===== src/rtl/vga_timing_gen.sv =====
`default_nettype none
// ============================================================================
//  Module      : vga_timing_gen
//  Description : Raster timing generator for 640x480@60 Hz from a 50 MHz
//                clock. A clock divider produces the pixel enable and the
//                DAC pixel clock. Registered pixel/line counters drive the
//                sync, active-video, frame tick and animation toggle outputs.
//  Revision    : 1.0 - initial release
// ============================================================================
module vga_timing_gen #(
  parameter int H_VISIBLE    = 640,
  parameter int H_FRONT      = 16,
  parameter int H_SYNC       = 96,
  parameter int H_BACK       = 48,
  parameter int V_VISIBLE    = 480,
  parameter int V_FRONT      = 10,
  parameter int V_SYNC       = 2,
  parameter int V_BACK       = 33,
  parameter int CLK_DIV      = 2,
  parameter int TROCA_FRAMES = 30
) (
  input  logic       clk,
  input  logic       reset,
  output logic [9:0] h_counter,
  output logic [9:0] v_counter,
  output logic       hsync,
  output logic       vsync,
  output logic       active,
  output logic       vga_blank_n,
  output logic       vga_sync_n,
  output logic       vga_clk,
  output logic       pix_en,
  output logic       frame_tick,
  output logic       troca
);

  // --------------------------------------------------------------------------
  // Derived geometry
  // --------------------------------------------------------------------------
  localparam int H_TOTAL = H_VISIBLE + H_FRONT + H_SYNC + H_BACK;
  localparam int V_TOTAL = V_VISIBLE + V_FRONT + V_SYNC + V_BACK;

  localparam int DIV_W = (CLK_DIV > 1) ? $clog2(CLK_DIV) : 1;
  localparam int FC_W  = (TROCA_FRAMES > 1) ? $clog2(TROCA_FRAMES) : 1;

  localparam logic [9:0] H_LAST       = 10'(H_TOTAL - 1);
  localparam logic [9:0] V_LAST       = 10'(V_TOTAL - 1);
  localparam logic [9:0] H_ACT_END    = 10'(H_VISIBLE);
  localparam logic [9:0] V_ACT_END    = 10'(V_VISIBLE);
  localparam logic [9:0] H_SYNC_START = 10'(H_VISIBLE + H_FRONT);
  localparam logic [9:0] H_SYNC_END   = 10'(H_VISIBLE + H_FRONT + H_SYNC);
  localparam logic [9:0] V_SYNC_START = 10'(V_VISIBLE + V_FRONT);
  localparam logic [9:0] V_SYNC_END   = 10'(V_VISIBLE + V_FRONT + V_SYNC);

  localparam logic [DIV_W-1:0] DIV_LAST = DIV_W'(CLK_DIV - 1);
  localparam logic [DIV_W-1:0] DIV_HALF = DIV_W'(CLK_DIV / 2);
  localparam logic [FC_W-1:0]  FC_LAST  = FC_W'(TROCA_FRAMES - 1);

  // --------------------------------------------------------------------------
  // Parameter sanity: reject configurations the counters cannot represent
  // --------------------------------------------------------------------------
  if (CLK_DIV < 2) begin : g_bad_clk_div
    $error("vga_timing_gen: CLK_DIV must be at least 2");
  end
  if (TROCA_FRAMES < 1) begin : g_bad_troca
    $error("vga_timing_gen: TROCA_FRAMES must be at least 1");
  end
  if ((H_TOTAL > 1024) || (V_TOTAL > 1024)) begin : g_bad_geometry
    $error("vga_timing_gen: line or frame total exceeds 10-bit counter range");
  end

  // --------------------------------------------------------------------------
  // State
  // --------------------------------------------------------------------------
  logic [DIV_W-1:0] div_q,        div_d;
  logic             pix_en_q,     pix_en_d;
  logic             vga_clk_q,    vga_clk_d;
  logic [9:0]       h_q,          h_d;
  logic [9:0]       v_q,          v_d;
  logic             hsync_q,      hsync_d;
  logic             vsync_q,      vsync_d;
  logic             active_q,     active_d;
  logic             frame_tick_q, frame_tick_d;
  logic [FC_W-1:0]  fc_q,         fc_d;
  logic             troca_q,      troca_d;

  logic h_wrap;
  logic v_wrap;
  logic frame_wrap;

  // Pixel divider; pix_en and vga_clk are registered from the next divider
  // value so they always match div_q without a combinational output path.
  always_comb begin
    div_d     = (div_q == DIV_LAST) ? '0 : div_q + 1'b1;
    pix_en_d  = (div_d == DIV_LAST);
    vga_clk_d = (div_d >= DIV_HALF);
  end

  // Raster counters advance once per pixel; line wrap steps the line counter.
  always_comb begin
    h_wrap     = (h_q == H_LAST);
    v_wrap     = (v_q == V_LAST);
    frame_wrap = pix_en_q && h_wrap && v_wrap;
    h_d        = h_q;
    v_d        = v_q;
    if (pix_en_q) begin
      if (h_wrap) begin
        h_d = '0;
        v_d = v_wrap ? '0 : v_q + 10'd1;
      end else begin
        h_d = h_q + 10'd1;
      end
    end
  end

  // Sync/active decode from the next counter values, loaded only on pixel
  // edges so the held reset values stay put until the first pixel arrives.
  always_comb begin
    hsync_d  = hsync_q;
    vsync_d  = vsync_q;
    active_d = active_q;
    if (pix_en_q) begin
      hsync_d  = !((h_d >= H_SYNC_START) && (h_d < H_SYNC_END));
      vsync_d  = !((v_d >= V_SYNC_START) && (v_d < V_SYNC_END));
      active_d = (h_d < H_ACT_END) && (v_d < V_ACT_END);
    end
  end

  // Frame tick and animation phase: troca flips every TROCA_FRAMES wraps.
  always_comb begin
    frame_tick_d = frame_wrap;
    fc_d         = fc_q;
    troca_d      = troca_q;
    if (frame_wrap) begin
      if (fc_q == FC_LAST) begin
        fc_d    = '0;
        troca_d = ~troca_q;
      end else begin
        fc_d = fc_q + 1'b1;
      end
    end
  end

  // State registers with asynchronous reset to the idle raster origin.
  always_ff @(posedge clk or posedge reset) begin
    if (reset) begin
      div_q        <= '0;
      pix_en_q     <= 1'b0;
      vga_clk_q    <= 1'b0;
      h_q          <= '0;
      v_q          <= '0;
      hsync_q      <= 1'b1;
      vsync_q      <= 1'b1;
      active_q     <= 1'b0;
      frame_tick_q <= 1'b0;
      fc_q         <= '0;
      troca_q      <= 1'b0;
    end else begin
      div_q        <= div_d;
      pix_en_q     <= pix_en_d;
      vga_clk_q    <= vga_clk_d;
      h_q          <= h_d;
      v_q          <= v_d;
      hsync_q      <= hsync_d;
      vsync_q      <= vsync_d;
      active_q     <= active_d;
      frame_tick_q <= frame_tick_d;
      fc_q         <= fc_d;
      troca_q      <= troca_d;
    end
  end

  // --------------------------------------------------------------------------
  // Outputs
  // --------------------------------------------------------------------------
  assign h_counter   = h_q;
  assign v_counter   = v_q;
  assign hsync       = hsync_q;
  assign vsync       = vsync_q;
  assign active      = active_q;
  assign vga_blank_n = active_q;
  assign vga_sync_n  = 1'b0;
  assign vga_clk     = vga_clk_q;
  assign pix_en      = pix_en_q;
  assign frame_tick  = frame_tick_q;
  assign troca       = troca_q;

endmodule
`default_nettype wire


===== config.mk =====
export PLATFORM = sky130hd
export DESIGN_NAME = vga_timing_gen
export DESIGN_NICKNAME = d
export VERILOG_FILES = /design/src/rtl/vga_timing_gen.sv
export SDC_FILE = /design/constraint.sdc
export NUM_CORES = 1
export LEC_CHECK = 0
export CAP_MARGIN = 30
export CORE_UTILIZATION = 30
export CTS_BUF_LIST = sky130_fd_sc_hd__clkbuf_4
export CTS_CLUSTER_DIAMETER = 40
export CTS_CLUSTER_SIZE = 20
export DETAILED_ROUTE_END_ITERATION = 7
export PLACE_DENSITY = 0.53
export SLEW_MARGIN = 20
export SYNTH_ARGS = -nofsm -noshare
export SYNTH_HDL_FRONTEND = slang
export SYNTH_SLANG_ARGS = --single-unit

===== constraint.sdc =====
create_clock -name clk -period 2.7 [get_ports clk]
set_input_delay 0.675 -clock clk [delete_from_list [all_inputs] [get_ports clk]]
set_output_delay 0.675 -clock clk [all_outputs]
set_load 0.05 [all_outputs]

==> results.md, run 1 <==
* Crit path required time at 2.03 ns
* Relative slew slack at 66.50%
* Post-CTS setup buffers at 0
* N_diodes at 0
* Critical Path Fanout Max at 9
* EDFF count, synth at 0
* Maxcap violations at 0
* ANT nets after route at 0
* LEAKAGE at 0.9426 nW
* Full die area at 0.006106 mm2
* Worst Max-Slew Pin Slew at 0.5010 ns
* Total GRT Usage at between 10% and 20%
* First-pass GRT wire length at 7120 um
* Post-CTS Hold Buffers at 0
* Peak supply drop at roughly 0.15 mV
* Aggregate global routing overflow at 0
* Total wire length at 4200 um
* Final hold slack at 0.4917 ns
* Clk_lat worst skew at between 0.3 and 0.4 ns
* RSZ-0062 raised after global routing: false
* Layout cells sized above 1 at about 14%
* Cell Rows at 27
* Via density at 5.018
* Critical Path Source Type: flip-flop
* Seq/Total Area, Yosys at between 40% and 50%
* Via Count at 1425
* Slowest CP cell: clkdlybuf4s50_1
* Min-delay worst type: reg2reg
* Drt initial violations at 66
* Commonest cells after routing, fill and taps aside: dfrtp_1, clkdlybuf4s50_1, nand2_1
* Die Ht at 78.14 um
* Worst EP arrival at 1.78 ns
* CP Buf/Inv Count at 1
* Core ar. at 0.005540 mm2
* CP endpoint kind: primary output
* Post-cts resize count at 0
* CP top delay family: buffers and inverters
* Synth Instances at approximately 180
* Post-Syn Area at 0.001739 mm2
* CTS tree: yes
* Synth top area share at 41.73%
* Final setup vio count at 0
* H-tree lvl count at 2
* Setup CP Type: reg2out
* Largest net degree at the start of global routing at 32
* Placer congestion estimate at 0.7760
* Maximum clock frequency at 407.7 MHz
* Nets@finish at approximately 220
* Status: completed
* Worst path max stage delay at 0.88 ns
* Area Overhead vs Synth at 26.47%
* Tcrit/Tclk final at 90.83%
* Cell accounting for the most synthesized area: dfrtp_1
* Asr flop ratio synth at 100.0%
* Max Clock Skew at 0.01661 ns
* Syn Area/Cell at 9.938 um2
* Synth Flop Type: dfrtp_1
* Clk pin slew, worst setup/hold paths at 0.11 ns
* Fin. Hold Viols at 0
* Root buffer selected by CTS: clkbuf_4
* CP Cell Sequence: clkdlybuf4s50_1
* Initial Utilization at a little under a third
* TritonCTS buffer count at 5
* Initial antenna violation count at 0
* CTS sink cnt at 31
* Yosys reg bits at 31
* Final critical-path required period at 2.453 ns
* Ys Warns at 0
* Setup tns final at 0 ns
* Mapped Nets at around 180
* WL per Instance at between 10 and 15 um
* Hpwl dp at 3034 um
* Die W at 78.14 um
* # DRC at 0
* Clock Tree Buf Depth at 2
* Slew Limit Fails at 0
* Synth cell types at 53
* Vias in the first global route at around 1400
* DRT Pass-1 Iters at 4
* # IOs at 31
* Synth area leaders: dfrtp_1, nand2_1, xnor2_1
* Number of I/O port buffers at 29
* PD cells at 387.6 mW/mm2
-- per-layer routing --
layer / vias up / global-route usage (%) / part of all wire (%) / wire length, um
met5: - / 0 / 0 / 0
met2: 27 / 24.39 / 47 / 1962
met3: 6 / 3.837 / 3.5 / 147
met1: 681 / 19.90 / 49 / 2037
li1: 711 / - / - / -
met4: 0 / 6.111 / 1.3 / 53
-- cells by family (layout without fill, tap and decap cells) --
kind of cell | after synthesis | count (layout) | synth area share, %
mux | 3 | 3 | 1.799
compound gates | 31 | 31 | 12.88
simple gates | 79 | 79 | 26.76
fa+ha+maj | 5 | 5 | 3.597
flops | 31 | 31 | 44.75
xor+xnor | 12 | 12 | 6.043
other cells | 1 | 1 | 0.2156
buf+inv | 13 | 50 | 3.956
-- cell type report --
type | count | area, um2
Fill cell | 561 | 3341
Inverter | 8 | 30.03
Timing Repair Buffer | 34 | 327.8
Tap cell | 72 | 90.09
Clock inverter | 3 | 43.79
Multi-Input combinational cell | 131 | 892.1
Clock buffer | 5 | 37.54
Sequential cell | 31 | 778.2
-- cells in the mapped netlist, types with 3 or more instances --
library cell	number
and4_1	3
o21ai_0	11
nand2_1	25
xnor2_1	10
buf_4	3
o211ai_1	3
or3_1	3
nand3_1	7
ha_1	5
dfrtp_1	29
inv_1	8
o31ai_1	3
and3_1	3
nand4_1	7
nor2_1	8
-- stage by stage --
step                std cells  worst slack, ns  total power [mW]  cell area [um2]  utilization, %
global placement          276           0.3579            0.4888             2118           38.23
floorplan                 175           0.2740            0.4841             1739               -
detailed placement        276           0.3782            0.4886             2118           38.23
CTS                       284           0.2300            0.8670             2200           39.70
finish                    284           0.2475            0.8526             2200           39.70
global route              284           0.1327            0.8883             2200           39.70
-- registers in the layout, indices dropped and copies added (netlist names) --
signal	cells
troca	1
v_counter	10
frame_tick	1
vsync	1
hsync	1
h_counter	10
fc_q	5
pix_en	1
active	1
-- final timing paths --
| kind | startpoint | to | slack [ns] | depth (start not counted) |
|---|---|---|---|---|
| worst max-delay path | pix_en$_DFF_PP0_ | vga_clk | 0.25 | 1 |
| worst min-delay path | fc_q[4]$_DFFE_PP0P_ | fc_q[4]$_DFFE_PP0P_ | 0.49 | 1 |
| worst max register to register | h_counter[9]$_DFF_PP0_ | active$_DFFE_PP0P_ | 0.35 | 6 |
| worst min register to register | fc_q[4]$_DFFE_PP0P_ | fc_q[4]$_DFFE_PP0P_ | 0.49 | 1 |
| max in group asynchronous | reset | hsync$_DFFE_PP1P_ | 1.66 | 3 |
| min in group asynchronous | reset | fc_q[1]$_DFFE_PP0P_ | 0.70 | 3 |
-- where the power goes --
| group | internal [mW] | total (mW) | switching, mW |
|---|---|---|---|
| sequential | 0.464 | 0.464 | 0 |
| combinational | 0.00231 | 0.0145 | 0.0122 |
| clock | 0.195 | 0.374 | 0.179 |
Power figures use the tool's default switching activity.
==> inputs of run 2 (changes only) <==
--- a/config.mk
+++ b/config.mk
@@ -9,10 +9,10 @@
 export CORE_UTILIZATION = 30
 export CTS_BUF_LIST = sky130_fd_sc_hd__clkbuf_4
 export CTS_CLUSTER_DIAMETER = 40
-export CTS_CLUSTER_SIZE = 20
+export CTS_CLUSTER_SIZE = 40
 export DETAILED_ROUTE_END_ITERATION = 7
 export PLACE_DENSITY = 0.53
-export SLEW_MARGIN = 20
+export SLEW_MARGIN = 0
 export SYNTH_ARGS = -nofsm -noshare
 export SYNTH_HDL_FRONTEND = slang
 export SYNTH_SLANG_ARGS = --single-unit
==> results of run 2 <==
No change in the layout: final DEF, timing and power equal those of run 1.
==> inputs of run 3 (changes only) <==
--- a/config.mk
+++ b/config.mk
@@ -5,6 +5,7 @@
 export SDC_FILE = /design/constraint.sdc
 export NUM_CORES = 1
 export LEC_CHECK = 0
+export ABC_AREA = 1
 export CAP_MARGIN = 30
 export CORE_UTILIZATION = 30
 export CTS_BUF_LIST = sky130_fd_sc_hd__clkbuf_4
==> run 3 against run 2 <==
  * Setup slack gained 0.080 ns
  * Die area grew 13%
  * Final area grew 8.4%
  * Worst hold slack lost 0.015 ns
  * Critical path depth is the same
  * Synthesized cell count grew 55%
  * Register-to-register slack gained 0.39 ns
  * Combinational power is essentially flat
  * Total power shrank 12%
  * Clock skew shrank 0.0054 ns
==> results.md, run 3 <==
* Status: completed
* Flop pwr share at 61.7% (+7.3 points)
* Critical Path Source Type: flip-flop
* Root buffer selected by CTS: clkbuf_4
* Psw at 179.4 uW (-6.3%)
* Fillers at 677 (+21%)
* DRT Pass-1 Iters at 4 (unchanged)
* Hold Path Origin: troca$_DFFE_PP0P_
* Hold Path End: troca$_DFFE_PP0P_
* Min-delay worst type: reg2reg
* Sw frac at 23.85% (+1.4 points)
* Die W at 83.13 um (+6.4%)
* Clk pin slew, worst setup/hold paths at 0.10 ns (about the same)
* Setup CP Type: reg2out
* Post-CTS Hold Buffers at 0 (unchanged)
* Number of I/O port buffers at 29 (unchanged)
* Core ar. at 0.006350 mm2 (+15%)
* Max Clock Skew at 0.01123 ns (-0.005381 ns)
* Peak supply drop at 0.1295 mV (-12%)
* Worst path max stage delay at 0.86 ns (-0.02 ns)
* Mapped Nets at 278 (+53%)
* Initial Utilization at 31.09% (-0.30 points)
* Post-cts resize count at 0 (unchanged)
* Syn Area/Cell at 7.286 um2 (-27%)
* CP endpoint kind: primary output
* Hpwl dp at 3419 um (+13%)
* Post-Syn Area at 0.001974 mm2 (+14%)
* Relative slew slack at 66.01% (-0.49 points)
* Commonest cells after routing, fill and taps aside: nand2_1, inv_1, nor2_1, dfrtp_1, clkdlybuf4s50_1
* Asr flop ratio synth at 100.0% (unchanged)
* Tcrit/Tclk final at 87.87% (-3.0 points)
* Final critical-path required period at 2.372 ns (-0.08010 ns)
* Die Ht at 83.13 um (+6.4%)
* CP Cell Sequence: clkdlybuf4s50_1
* Synth area leaders: dfrtp_1, nand2_1, inv_1
* Aggregate global routing overflow at 0 (unchanged)
* TritonCTS buffer count at 5 (unchanged)
* Slew Limit Fails at 0 (unchanged)
* WL per Instance at 11.87 um (-20%)
* Crit path required time at 2.03 ns (about the same)
* Worst Max-Slew Pin Slew at 0.5083 ns (+0.007303 ns)
* Via Count at 1745 (+22%)
* RR Endpoint: vsync$_DFFE_PP1P_
* Yosys reg bits at 31 (unchanged)
* Most frequent cell after synthesis: nand2_1
* CTS tree: yes
* Maxcap violations at 0 (unchanged)
* Synth Instances at 271 (+55%)
* CP Buf/Inv Count at 1 (unchanged)
* R2R Setup Slk at 0.74 ns (+0.39 ns)
* Initial antenna violation count at 0 (unchanged)
* Ys Warns at 0 (unchanged)
* Clk_lat worst skew at 0.34 ns (about the same)
* Drt initial violations at 67 (+1.5%)
* PD cells at 315.4 mW/mm2 (-19%)
* Seq/Total Area, Yosys at 39.42% (-5.3 points)
* CTS sink cnt at 31 (unchanged)
* Synth Flop Type: dfrtp_1
* Clock Tree Buf Depth at 2 (unchanged)
* Setup tns final at 0 ns (unchanged)
* Commonest non-fill, non-tap cell in the layout: nand2_1
* Total power at 752.2 uW (-12%)
* Critical Path Fanout Max at 8 (-1)
* Layout cells sized above 1 at 10.49% (-3.2 points)
* Via density at 4.568 (-9.0%)
* Clk network pwr share at 36.3% (-7.5 points)
* Maximum clock frequency at 421.5 MHz (+3.4%)
* ANT nets after route at 0 (unchanged)
* Total wire length at 4533 um (+7.9%)
* P_int at 572.8 uW (-13%)
* Post-CTS setup buffers at 0 (unchanged)
* # IOs at 31 (unchanged)
* Share of total power in combinational logic at 2.0% (+0.3 points)
* Fin. Hold Viols at 0 (unchanged)
* Synth top cells by count: nand2_1, inv_1, dfrtp_1, nor2_1, nand3_1
* Worst EP arrival at 1.70 ns (-0.08 ns)
* # DRC at 0 (unchanged)
* LEAKAGE at 1.217 nW (+29%)
* Reg2reg start: h_counter[0]$_DFF_PP0_
* N_diodes at 0 (unchanged)
* Vias in the first global route at 1596 (+15%)
* Largest net degree at the start of global routing at 32 (unchanged)
* Placer congestion estimate at 0.7906 (+1.9%)
* EDFF count, synth at 0 (unchanged)
* Synth top area share at 36.76% (-5.0 points)
* FF-to-FF path depth at 12 (+6)
* Cell accounting for the most synthesized area: dfrtp_1
* Full die area at 0.006910 mm2 (+13%)
* Synth cell types at 32 (-40%)
* H-tree lvl count at 2 (unchanged)
* Area Overhead vs Synth at 20.79%
* Cell Rows at 29 (+7.4%)
* Nets@finish at 311 (+43%)
* Total GRT Usage at 14.03% (-1.3 points)
* Final setup vio count at 0 (unchanged)
* First-pass GRT wire length at 7714 um (+8.3%)
* Worst hold path stage count at 1 (unchanged)
* RSZ-0062 raised after global routing: false
* Slowest CP cell: clkdlybuf4s50_1
* CP top delay family: buffers and inverters
run 3: cell types whose count changed after synthesis, moves of 4 or more:
cell,previous run,this run
a21oi_1,2,7
nor2_1,8,29
o21ai_0,11,5
inv_1,8,49
nor2_4,0,4
nand3_1,7,22
nand2_1,25,73
nand4_1,7,12
xnor2_1,10,2
run 3: worst max path at each step:
| stage | slack (ns) | from | cells past startpoint | end |
|---|---|---|---|---|
| 5_1_grt | 0.26 | h_counter[5]$_DFF_PP0_ | 1 | h_counter[5] |
| 6_report | 0.33 | h_counter[3]$_DFF_PP0_ | 1 | h_counter[3] |
| 4_1_cts | 0.31 | h_counter[3]$_DFF_PP0_ | 1 | h_counter[3] |
| 3_3_place_gp | 0.71 | h_counter[3]$_DFF_PP0_ | 1 | h_counter[3] |
| 3_5_place_dp | 0.70 | h_counter[3]$_DFF_PP0_ | 1 | h_counter[3] |
| 2_1_floorplan | 0.74 | h_counter[0]$_DFF_PP0_ | 10 | fc_q[4]$_DFFE_PP0P_ |
run 3: cell families (layout without fill, tap and decap cells):
group	after synthesis	in the layout	share of synthesized area [%]
xor+xnor	4	4	1.775
fa+ha+maj	5	5	3.169
other cells	1	1	0.1899
flops	31	31	39.42
buf+inv	57	91	12.23
simple gates	156	156	38.66
compound gates	17	17	4.562
run 3: power by group through the flow:
stage / sequential, mW / combinational [mW] / clock (mW)
2_1_floorplan: 0.473 / 0.0110 / 0
3_3_place_gp: 0.473 / 0.0158 / 0
3_5_place_dp: 0.473 / 0.0161 / 0
4_1_cts: 0.464 / 0.0161 / 0.284
5_1_grt: 0.464 / 0.0174 / 0.304
6_report: 0.464 / 0.0147 / 0.273
run 3: final cells by class:
type | count | area [um2] | area share [%]
multi-input combinational | 183 | 954.7 | 40.03
sequential | 31 | 778.2 | 32.63
timing repair buffer | 31 | 300.3 | 12.59
inverter | 52 | 202.7 | 8.499
tap | 77 | 96.34 | 4.040
clock buffer | 6 | 45.04 | 1.889
clock inverter | 2 | 7.507 | 0.3148
run 3: through the flow:
step / instance area [um2] / std cells / setup WS (ns) / utilization, % / hold WS [ns]
after floorplan: 1974 / 271 / 0.7381 / - / 0.4980
after global placement: 2332 / 374 / 0.7089 / 36.73 / 0.4540
after detailed placement: 2332 / 374 / 0.6982 / 36.73 / 0.4628
after CTS: 2385 / 382 / 0.3131 / 37.56 / 0.4786
after global routing: 2385 / 382 / 0.2637 / 37.56 / 0.5033
final: 2385 / 382 / 0.3276 / 37.56 / 0.4765
run 3: routing by layer:
metal / routed length, um / vias up / global-route usage [%]
met4: 65 / 0 / 5.172
li1: - / 912 / -
met1: 2332 / 796 / 19.25
met5: 0 / - / 0
met3: 160 / 4 / 3.082
met2: 1975 / 33 / 21.61
